**config.mk**
```make
export PLATFORM = sky130hd
export DESIGN_NAME = control_unit_flat
export DESIGN_NICKNAME = d
export VERILOG_FILES = /design/src/rtl/control_pkg.sv /design/src/rtl/control_if.sv /design/src/rtl/control_decoder.sv /design/src/rtl/control_unit.sv /design/src/flat_wrapper.sv
export SDC_FILE = /design/constraint.sdc
export NUM_CORES = 1
export LEC_CHECK = 0
export BUFFER_PORTS_ARGS = -buffer_cell sky130_fd_sc_hd__buf_2
export CORE_AREA = 2 2 39 41
export DETAILED_ROUTE_END_ITERATION = 16
export DIE_AREA = 0 0 41 43
export GPL_TIMING_DRIVEN = 0
export PLACE_DENSITY = 0.34
export SYNTH_ARGS = -nofsm -noshare
export SYNTH_HDL_FRONTEND = slang
export SYNTH_SLANG_ARGS = --single-unit
export TNS_END_PERCENT = 30
```
**constraint.sdc**
```tcl
create_clock -name clk -period 0.8 [get_ports clk]
set_clock_uncertainty 0.1 [all_clocks]
set_input_delay 0.04 -clock clk [delete_from_list [all_inputs] [get_ports clk]]
set_output_delay 0.04 -clock clk [all_outputs]
set_load 0.05 [all_outputs]
```
**src/rtl/control_pkg.sv**
```systemverilog
// Shared opcode map and strobe encoding for the control unit.
package control_pkg;

    localparam logic [3:0] OP_NOP = 4'b0000;
    localparam logic [3:0] OP_ADD = 4'b0001;
    localparam logic [3:0] OP_SUB = 4'b0010;
    localparam logic [3:0] OP_AND = 4'b0011;
    localparam logic [3:0] OP_OR  = 4'b0100;
    localparam logic [3:0] OP_XOR = 4'b0101;
    localparam logic [3:0] OP_NOT = 4'b0110;
    localparam logic [3:0] OP_SHL = 4'b0111;
    localparam logic [3:0] OP_SHR = 4'b1000;
    localparam logic [3:0] OP_MOV = 4'b1001;
    localparam logic [3:0] OP_LDI = 4'b1010;
    localparam logic [3:0] OP_LD  = 4'b1011;
    localparam logic [3:0] OP_ST  = 4'b1100;
    localparam logic [3:0] OP_JMP = 4'b1101;
    localparam logic [3:0] OP_BEQ = 4'b1110;
    localparam logic [3:0] OP_HLT = 4'b1111;

    // All strobes active low; field order fixes the packed bit order.
    typedef struct packed {
        logic n_reg_w;
        logic n_mem_rw;
        logic n_mem_cs;
        logic n_mem_oe;
    } strobes_t;

    localparam strobes_t STROBES_IDLE = 4'b1111;

endpackage

```
**src/rtl/control_if.sv**
```systemverilog
// Opcode in, registered strobes and halt flag out.
interface control_if;
    import control_pkg::*;

    logic [3:0] opCode;
    logic       n_reg_w;
    logic       n_mem_rw;
    logic       n_mem_cs;
    logic       n_mem_oe;
    logic       halted;

    // Instruction-side view: drives the opcode, watches the strobes.
    modport master (
        output opCode,
        input  n_reg_w, n_mem_rw, n_mem_cs, n_mem_oe, halted
    );

    // Control unit view.
    modport slave (
        input  opCode,
        output n_reg_w, n_mem_rw, n_mem_cs, n_mem_oe, halted
    );
endinterface

```
**src/rtl/control_decoder.sv**
```systemverilog
// Pure combinational opcode decode into next-cycle strobes.
module control_decoder
    import control_pkg::*;
(
    input  logic [3:0] opCode,
    output strobes_t   strobes,
    output logic       is_hlt
);

    // Opcode map; anything without a strobe falls back to idle.
    always_comb begin
        strobes = STROBES_IDLE;
        is_hlt  = 1'b0;
        case (opCode)
            OP_ADD, OP_SUB, OP_AND, OP_OR, OP_XOR,
            OP_NOT, OP_SHL, OP_SHR, OP_MOV, OP_LDI: begin
                strobes.n_reg_w = 1'b0;
            end
            OP_LD: begin
                strobes.n_reg_w  = 1'b0;
                strobes.n_mem_cs = 1'b0;
                strobes.n_mem_rw = 1'b1;
                strobes.n_mem_oe = 1'b0;
            end
            OP_ST: begin
                strobes.n_mem_cs = 1'b0;
                strobes.n_mem_rw = 1'b0;
                strobes.n_mem_oe = 1'b1;
            end
            OP_HLT: begin
                is_hlt = 1'b1;
            end
            default: begin
                strobes = STROBES_IDLE;
            end
        endcase
    end

endmodule

```
**src/rtl/control_unit.sv**
```systemverilog
// Registers decoded strobes and holds the sticky halt flag.
module control_unit
    import control_pkg::*;
(
    input  logic      clk,
    input  logic      rst,
    control_if.slave  bus
);

    strobes_t dec_strobes;
    logic     dec_is_hlt;
    strobes_t strobes_q;
    logic     halted_q;

    control_decoder u_dec (
        .opCode  (bus.opCode),
        .strobes (dec_strobes),
        .is_hlt  (dec_is_hlt)
    );

    // Output register: reset beats halt, halt (current or just decoded) forces idle.
    always_ff @(posedge clk) begin
        if (rst) begin
            strobes_q <= STROBES_IDLE;
            halted_q  <= 1'b0;
        end else if (halted_q || dec_is_hlt) begin
            strobes_q <= STROBES_IDLE;
            halted_q  <= 1'b1;
        end else begin
            strobes_q <= dec_strobes;
        end
    end

    assign bus.n_reg_w  = strobes_q.n_reg_w;
    assign bus.n_mem_rw = strobes_q.n_mem_rw;
    assign bus.n_mem_cs = strobes_q.n_mem_cs;
    assign bus.n_mem_oe = strobes_q.n_mem_oe;
    assign bus.halted   = halted_q;

endmodule

```
**src/flat_wrapper.sv**
```systemverilog
// flat-port wrapper written by rule: the top's interface ports become plain ports
module control_unit_flat import control_pkg::*;
  (clk, rst, bus_opCode, bus_n_reg_w, bus_n_mem_rw, bus_n_mem_cs, bus_n_mem_oe, bus_halted);
  control_if bus_i ();
  input  logic clk;
  input  logic rst;
  input wire logic [$bits(bus_i.opCode)-1:0] bus_opCode;
  output wire logic [$bits(bus_i.n_reg_w)-1:0] bus_n_reg_w;
  output wire logic [$bits(bus_i.n_mem_rw)-1:0] bus_n_mem_rw;
  output wire logic [$bits(bus_i.n_mem_cs)-1:0] bus_n_mem_cs;
  output wire logic [$bits(bus_i.n_mem_oe)-1:0] bus_n_mem_oe;
  output wire logic [$bits(bus_i.halted)-1:0] bus_halted;
  assign bus_i.opCode = bus_opCode;
  assign bus_n_reg_w = bus_i.n_reg_w;
  assign bus_n_mem_rw = bus_i.n_mem_rw;
  assign bus_n_mem_cs = bus_i.n_mem_cs;
  assign bus_n_mem_oe = bus_i.n_mem_oe;
  assign bus_halted = bus_i.halted;
  control_unit u_core (.clk(clk), .rst(rst), .bus(bus_i));
endmodule
```
-- Word-level counts from Yosys, hierarchy flattened
Cells that the tools add are included.
- word-level logic and storage cells: 24
- ROM bits: 0
- memories: 0
- register bits after elaboration: 5
- bits in latches: 0
- RAM bits: 0
- multiplexer cells: 3
- shift operators: 0
- reduce and logical (&&, ||, !) cells: 3
- $add $sub $neg: 0
- div/mod/pow operators: 0
- equal/unequal tests: 13
- $mul: 0
- magnitude comparators: 0
- bitwise logic cells: 0
- operators by type and width (cell ; number):
    == test 4 bit, second input constant ; 6
    == test 4 x 3 -> 1 bit, second input constant ; 4
    OR reduction 11 bit ; 1
    == test 4 x 2 -> 1 bit, second input constant ; 2
    case mux 3 bit (2 select lines) ; 1
    == test 4 x 1 -> 1 bit, second input constant ; 1
    two-way mux 1 bit ; 2
    OR reduction 2 bit ; 1
    logical OR 1 bit ; 1

-- Longest topological paths before layout
Gate-level depths: netlist (run 1).
- depth in word-level cells: 4
- gate-level depth with buffers: 2
- depth with buffers taken out: 2

-- Modules after synthesis
From an unflattened synthesis (run 1), not the netlist that was laid out.
- cells, all modules: 18
- area total of the unflattened synthesis: 188.9 um^2
- modules (own cells, without submodules) (module ; cells an instance ; instances ; area an instance (um^2) ; seq. area each (um^2)):
    control_unit ; 10 ; 1 ; 140.1 ; 100.1
    control_decoder ; 8 ; 1 ; 48.8 ; 0.0

-- Least setup slack after synthesis (run 1)
No wires, ideal clock.
- kind: reg2reg
- start point: register u_core.halted_q (netlist: u_core.bus.halted)
- end point: register u_core.strobes_q (netlist bit u_core.bus.n_mem_cs)
- stages on the path, launching flop included: 3
- setup time: 79 ps
- arrival time: 881 ps
- buffers on the path: 0
- setup slack: -260 ps
- cells stage by stage: dfxtp_1 > nor2_1 > o211ai_1
- longest elaborated chain between the ends: 2
- RTL lines (element ; line ; RTL):
    from (decl) ; control_unit.sv:13 ; logic halted_q;
    from (signal assigned) ; control_unit.sv:25 ; halted_q <= 1'b0;
    from (signal assigned) ; control_unit.sv:28 ; halted_q <= 1'b1;
    logical OR 1 bit ; control_unit.sv:26 ; end else if (halted_q || dec_is_hlt) begin
    OR reduction 2 bit (no source line) ; - ;
    to (signal assigned) ; control_unit.sv:30 ; strobes_q <= dec_strobes;
    to (decl) ; control_unit.sv:12 ; strobes_t strobes_q;
No other way between the ends.
A chain may end at the register's enable or synchronous reset.

-- Final worst setup path (run 1)
- start point: register u_core.halted_q (netlist: u_core.bus.halted)
- end point: output port bus_halted
- RTL lines (element ; line ; RTL):
    to (decl) ; flat_wrapper.sv:12 ; output wire logic [$bits(bus_i.halted)-1:0] bus_halted;
No word-level cell between the ends.

==> impl_metrics.py, run 1 <==
metrics = {
    "synthesis": {
        "synth_cell_types": 9,
        "syn_area_per_cell_um2": 10.5,
        "synth_compound_area_share_pct": 9.70,
        "yosysWarnings": 0,
        "synth.area.top_cells": "dfxtp_1 60%, nand3_1 9.0%, and3b_2 6.0%",
        "synth_fa_ha_area_share_pct": 0,
        "syn_area_um2": 168,
        "syn-num-nets": 22,
        "synth_cells": 16,
        "synth_top_cell_area_share_pct": 59.7,
        "synth_xor_area_share_pct": 0,
        "muxShareOfSynthArea_pct": 0,
        "ys_seq_area_share_pct": 59.7,
        "synth.ff_latch_count": 5,
        "synth_top_family_by_area": "simple AND/OR/NAND/NOR gates",
        "synth_top_area_cell": "dfxtp_1",
        "synthSimpleGateAreaFrac_pct": 30.6,
    },
    "cts": {
        "clockBufferDepth": 2,
        "cts_tree": "done",
        "cts_num_sinks": 5,
        "post-cts-setup-buffer-count": 0,
        "clk_pin_slew_ns": 0.04,
        "clock_latency_ns": 0.24,
        "h-tree-depth": 1,
        "numCtsBuffers": 3,
        "cts_root_buffer": "clkbuf_4",
    },
    "routing": {
        "vias": 173,
        "viasPerCell": 3.76,
        "wl_per_cell_um": 7.74,
        "wirelength_um": 356,
        "firstDrtPassIters": 4,
        "drt_iter0_drc": 3,
        "antenna_left": 0,
        "drc": 0,
    },
    "sta": {
        "timing.final.ws_setup_ns": -0.0962,
        "fin_setup_tns_ns": -0.238,
        "rsz0062_at_grt": "true",
        "drv_slew": 0,
        "relSlewSlack_pct": 83.5,
        "min_period_ns": 0.896,
        "fin_crit_sh_pct": 112,
        "hold_slack_ns": -0.0984,
        "max_freq_ghz": 1.12,
        "tightest_slew_ns": 0.246,
        "finalSetupViolCount": 5,
        "hold_violations": 5,
    },
    "layout": {
        "fin_area_um2": 338,
        "layout-area-overhead-vs-synth_pct": 101,
        "final_core_util_pct": 24.4,
        "drive_gt1_share_pct": 70.0,
        "nets": 37,
        "antenna_cells": 0,
    },
    "grt": {
        "grt_pass1_vias": 160,
        "grt_antenna_before_repair": 0,
        "grt_max_degree": 7,
        "grt_pass1_wl_um": 641,
        "overflow": 0,
        "grt_util_all_layers_pct": 6.54,
    },
    "setup_path": {
        "startpoint_type": "flip-flop",
        "cp_max_fo": 3,
        "critPathMaxStageDelay_ns": 0.37,
        "critical_path_arrival_ns": 0.76,
        "crit_required_ns": 0.66,
        "slowest_stage": "dfxtp_4",
        "cp_num_buf_inv": 1,
        "setup.worst_path.end_class": "output port",
        "worstPathCellList": "buf_8",
        "critPathTopFamily": "flip-flops",
        "path_class": "flip-flop to output port",
    },
    "job": {
        "maxCapViolations": 0,
    },
    "power_and_ir_drop": {
        "max-vdd-ir-drop_uv": 485,
        "power.density_mw_per_mm2": 1930,
        "p_leak_nw": 0.133,
    },
    "floorplanning": {
        "io_pins": 11,
        "start_util_pct": 12.1,
        "die_w_um": 41,
        "dieArea_mm2": 0.00176,
        "rows": 14,
        "core_mm2": 0.00138,
        "fp.dieH_um": 43,
    },
    "placed_design": {
        "gp_congestion": 0.679,
        "port_buffers": 10,
        "place_worst_setup_slack_ns": -0.125,
        "placed_area_um2": 256,
    },
    "status": {
        "status": "finished, violations left",
        "violations": "hold timing, setup timing",
    },
    "hold_path": {
        "hold_path.class": "primary input to flip-flop",
    },
}
cell type report:
class	instances	area (um^2)
Timing Repair Buffer	10	100
Tap cell	16	20.0
Multi-Input combinational cell	11	82.6
Sequential cell	5	109
Clock buffer	4	26.3
Fill cell	147	1050
path summary, 6_finish.rpt:
path | startpoint | endpoint | slack [ns] | cells past startpoint
setup / recovery | u_core.bus.halted | bus_halted | -0.1 | 1
hold / removal | rst | u_core.bus.halted | -0.1 | 2
setup reg to reg | u_core.bus.halted | u_core.bus.n_mem_cs | 0.03 | 2
hold reg to reg | u_core.bus.halted | u_core.bus.n_reg_w | 0.40 | 2
Yosys cell counts:
cell      count
nor3b_1       1
o211ai_1      1
and3b_2       1
nor2_1        2
or4_1         1
a41oi_1       1
nand2_1       1
dfxtp_1       5
nand3_1       3
flip-flops by register name (all words and copies together), names as in the netlist:
| name | count |
|---|---|
| u_core.bus.n_mem_cs | 1 |
| u_core.bus.halted | 1 |
| u_core.bus.n_reg_w | 1 |
| u_core.bus.n_mem_rw | 1 |
| u_core.bus.n_mem_oe | 1 |
layout by cell type (no fill, tap or decap):
cell type	instances
nor2_4	1
and3b_2	1
clkbuf_4	3
dfxtp_4	1
nor3b_1	1
nand3_1	3
clkbuf_1	1
buf_8	5
nand2_1	1
or4_1	1
a41oi_2	1
nor2_1	1
buf_2	5
o211ai_1	1
dfxtp_2	4
metal layers:
| metal | global-route usage [%] | vias to the layer above | share of wire [%] |
|---|---|---|---|
| met5 | 0 | - | 0 |
| met1 | 7.12 | 71 | 48 |
| met3 | 6.28 | 0 | 17 |
| li1 | - | 89 | - |
| met2 | 5.94 | 13 | 35 |
| met4 | 8.00 | 0 | 0 |
cell families (layout without fill, tap and decap cells):
logic type	count (synthesis)	in the layout
simple gates	9	9
flops	5	5
compound gates	2	2
buf+inv	0	14
stage by stage:
stage | power, W | cells
global route | 0.000703 | 46
CTS | 0.000670 | 46
finish | 0.000651 | 46
detailed placement | 0.000351 | 42
global placement | 0.000351 | 42
floorplan | 0.000317 | 16
power breakdown:
part	total (W)	switching (W)	internal (W)
Combinational	0.000103	0.0000580	0.0000445
Clock	0.000282	0.0000941	0.000188
Sequential	0.000266	0.00000740	0.000259
Total	0.000651	0.000160	0.000491
what timing repair did:
action | CTS | global route
setup endpoints to repair | 5 | 9
resized for setup | 17 | 2
endpoints found under the hold margin | 5 | 5
No activity file was read; power rests on OpenSTA's default activity.
==> inputs of run 2 (changes only) <==
SETUP_SLACK_MARGIN = 0.2   (was default)
==> run 2 against run 1 <==
The run still ends with hold timing, setup timing left. Non-clock buffer count did not move. Flip-flop and latch count unchanged. Total power up 1.2%. Register-to-register slack about the same. Sequential power hardly changed. Clock-buffer cell count did not move. Cell count stayed put. Setup slack got worse by 0.0031 ns. Die area did not move. Critical endpoint unchanged.
==> impl_metrics.py, run 2 (synthesized netlist as in run 1, its figures left out) <==
metrics = {
    "power_and_ir_drop": {
        "p_sw_w": 0.000167,
        "max-vdd-ir-drop_uv": 559,
        "p_leak_nw": 0.133,
        "p_sw_share_pct": 25.3,
        "internal_power_w": 0.000492,
        "seqPwrFrac_pct": 40.4,
        "power.density_mw_per_mm2": 1950,
        "power_w": 0.000658,
        "clockPowerShare_pct": 43.8,
        "power_frac_comb_pct": 15.8,
    },
    "layout": {
        "antenna_cells": 0,
        "n_fill_cell": 160,
        "drive_gt1_share_pct": 70.0,
        "layout-area-overhead-vs-synth_pct": 101,
        "layout_common_cells": "5 x buf_2, 5 x buf_8, 4 x dfxtp_2",
        "nets": 37,
    },
    "sta": {
        "hold_slack_ns": -0.105,
        "rsz0062_at_grt": "true",
        "fin_crit_sh_pct": 112,
        "fin_setup_tns_ns": -0.256,
        "max_freq_ghz": 1.11,
        "timing.final.ws_setup_ns": -0.0993,
        "relSlewSlack_pct": 83.5,
        "min_period_ns": 0.899,
        "tightest_slew_ns": 0.247,
        "drv_slew": 0,
        "finalSetupViolCount": 5,
        "hold_violations": 5,
    },
    "routing": {
        "firstDrtPassIters": 2,
        "viasPerCell": 3.83,
        "wirelength_um": 405,
        "drc": 0,
        "antenna_left": 0,
        "wl_per_cell_um": 8.80,
        "vias": 176,
        "drt_iter0_drc": 7,
    },
    "status": {
        "status": "finished, violations left",
        "violations": "hold timing, setup timing",
    },
    "cts": {
        "cts_num_sinks": 5,
        "clockBufferDepth": 2,
        "cts_tree": "done",
        "numCtsBuffers": 3,
        "cts_root_buffer": "clkbuf_4",
        "h-tree-depth": 1,
        "clk_pin_slew_ns": 0.04,
        "clock_latency_ns": 0.24,
    },
    "floorplanning": {
        "dieArea_mm2": 0.00176,
        "start_util_pct": 12.1,
        "io_pins": 11,
        "die_w_um": 41,
        "fp.dieH_um": 43,
        "rows": 14,
        "core_mm2": 0.00138,
    },
    "hold_path": {
        "hold_path.class": "primary input to flip-flop",
    },
    "setup_path": {
        "setup.worst_path.end_class": "output port",
        "crit_required_ns": 0.66,
        "path_class": "flip-flop to output port",
        "worstPathCellList": "buf_8",
        "critPathTopFamily": "flip-flops",
        "cp_max_fo": 3,
        "critical_path_arrival_ns": 0.76,
        "cp_num_buf_inv": 1,
        "critPathMaxStageDelay_ns": 0.37,
        "slowest_stage": "dfxtp_4",
        "startpoint_type": "flip-flop",
    },
    "job": {
        "maxCapViolations": 0,
    },
    "grt": {
        "grt_pass1_vias": 167,
        "grt_antenna_before_repair": 0,
        "grt_util_all_layers_pct": 6.12,
        "overflow": 0,
        "grt_max_degree": 7,
        "grt_pass1_wl_um": 669,
    },
    "placed_design": {
        "port_buffers": 10,
        "gp_congestion": 0.682,
        "hpwl_um": 316,
    },
}
run 2: cell counts in the layout (fill, tap and decap cells not counted):
Identical to the previous run, type by type.
run 2: routing by layer:
metal / up-vias / track usage (%) / share of wire (%)
met3: 0 / 6.81 / 17
li1: 89 / - / -
met4: 0 / 4.00 / 0
met1: 74 / 6.75 / 44
met5: - / 0 / 0
met2: 13 / 6.56 / 38
run 2: area by class of cell:
class                   instances  area, um^2  area share (%)
clock buffers                   4        26.3            7.78
multi-input cells              11        82.6            24.4
flip-flops and latches          5         109            32.2
well taps                      16        20.0            5.93
repair buffers                 10         100            29.6
run 2: power groups by stage:
| stage | clock [W] | combinational, W | sequential (W) |
|---|---|---|---|
| floorplan | 0 | 0.0000192 | 0.000297 |
| global placement | 0 | 0.0000856 | 0.000265 |
| detailed placement | 0 | 0.0000865 | 0.000265 |
| CTS | 0.000307 | 0.000103 | 0.000266 |
| global route | 0.000325 | 0.000110 | 0.000266 |
| finish | 0.000289 | 0.000104 | 0.000266 |
run 2: per-stage QoR:
step                      setup WS [ns]  cells  utilization (%)  instance area (um^2)
after floorplan                 -0.0125     16                -                   186
after global placement           -0.132     42             18.5                   256
after detailed placement         -0.123     42             18.5                   256
after CTS                        -0.113     46             24.1                   334
after global routing             -0.130     46             24.4                   338
final                           -0.0993     46             24.4                   338
run 2: what timing repair did:
item                                    4_1_cts  5_1_grt
hold endpoints to repair                      5        5
endpoints found under the setup margin       10       10
pin swaps                                     3        1
cloned                                        0        0
setup buffers                                 0        0
resized for setup                            18        1
run 2: path summary, 6_finish.rpt:
kind / startpoint / end / slack, ns / cells past startpoint
worst max-delay path: u_core.bus.halted / bus_halted / -0.1 / 1
worst min-delay path: rst / u_core.bus.halted / -0.11 / 2
worst max register to register: u_core.bus.halted / u_core.bus.n_mem_cs / 0.02 / 2
worst min register to register: u_core.bus.halted / u_core.bus.n_mem_rw / 0.41 / 2
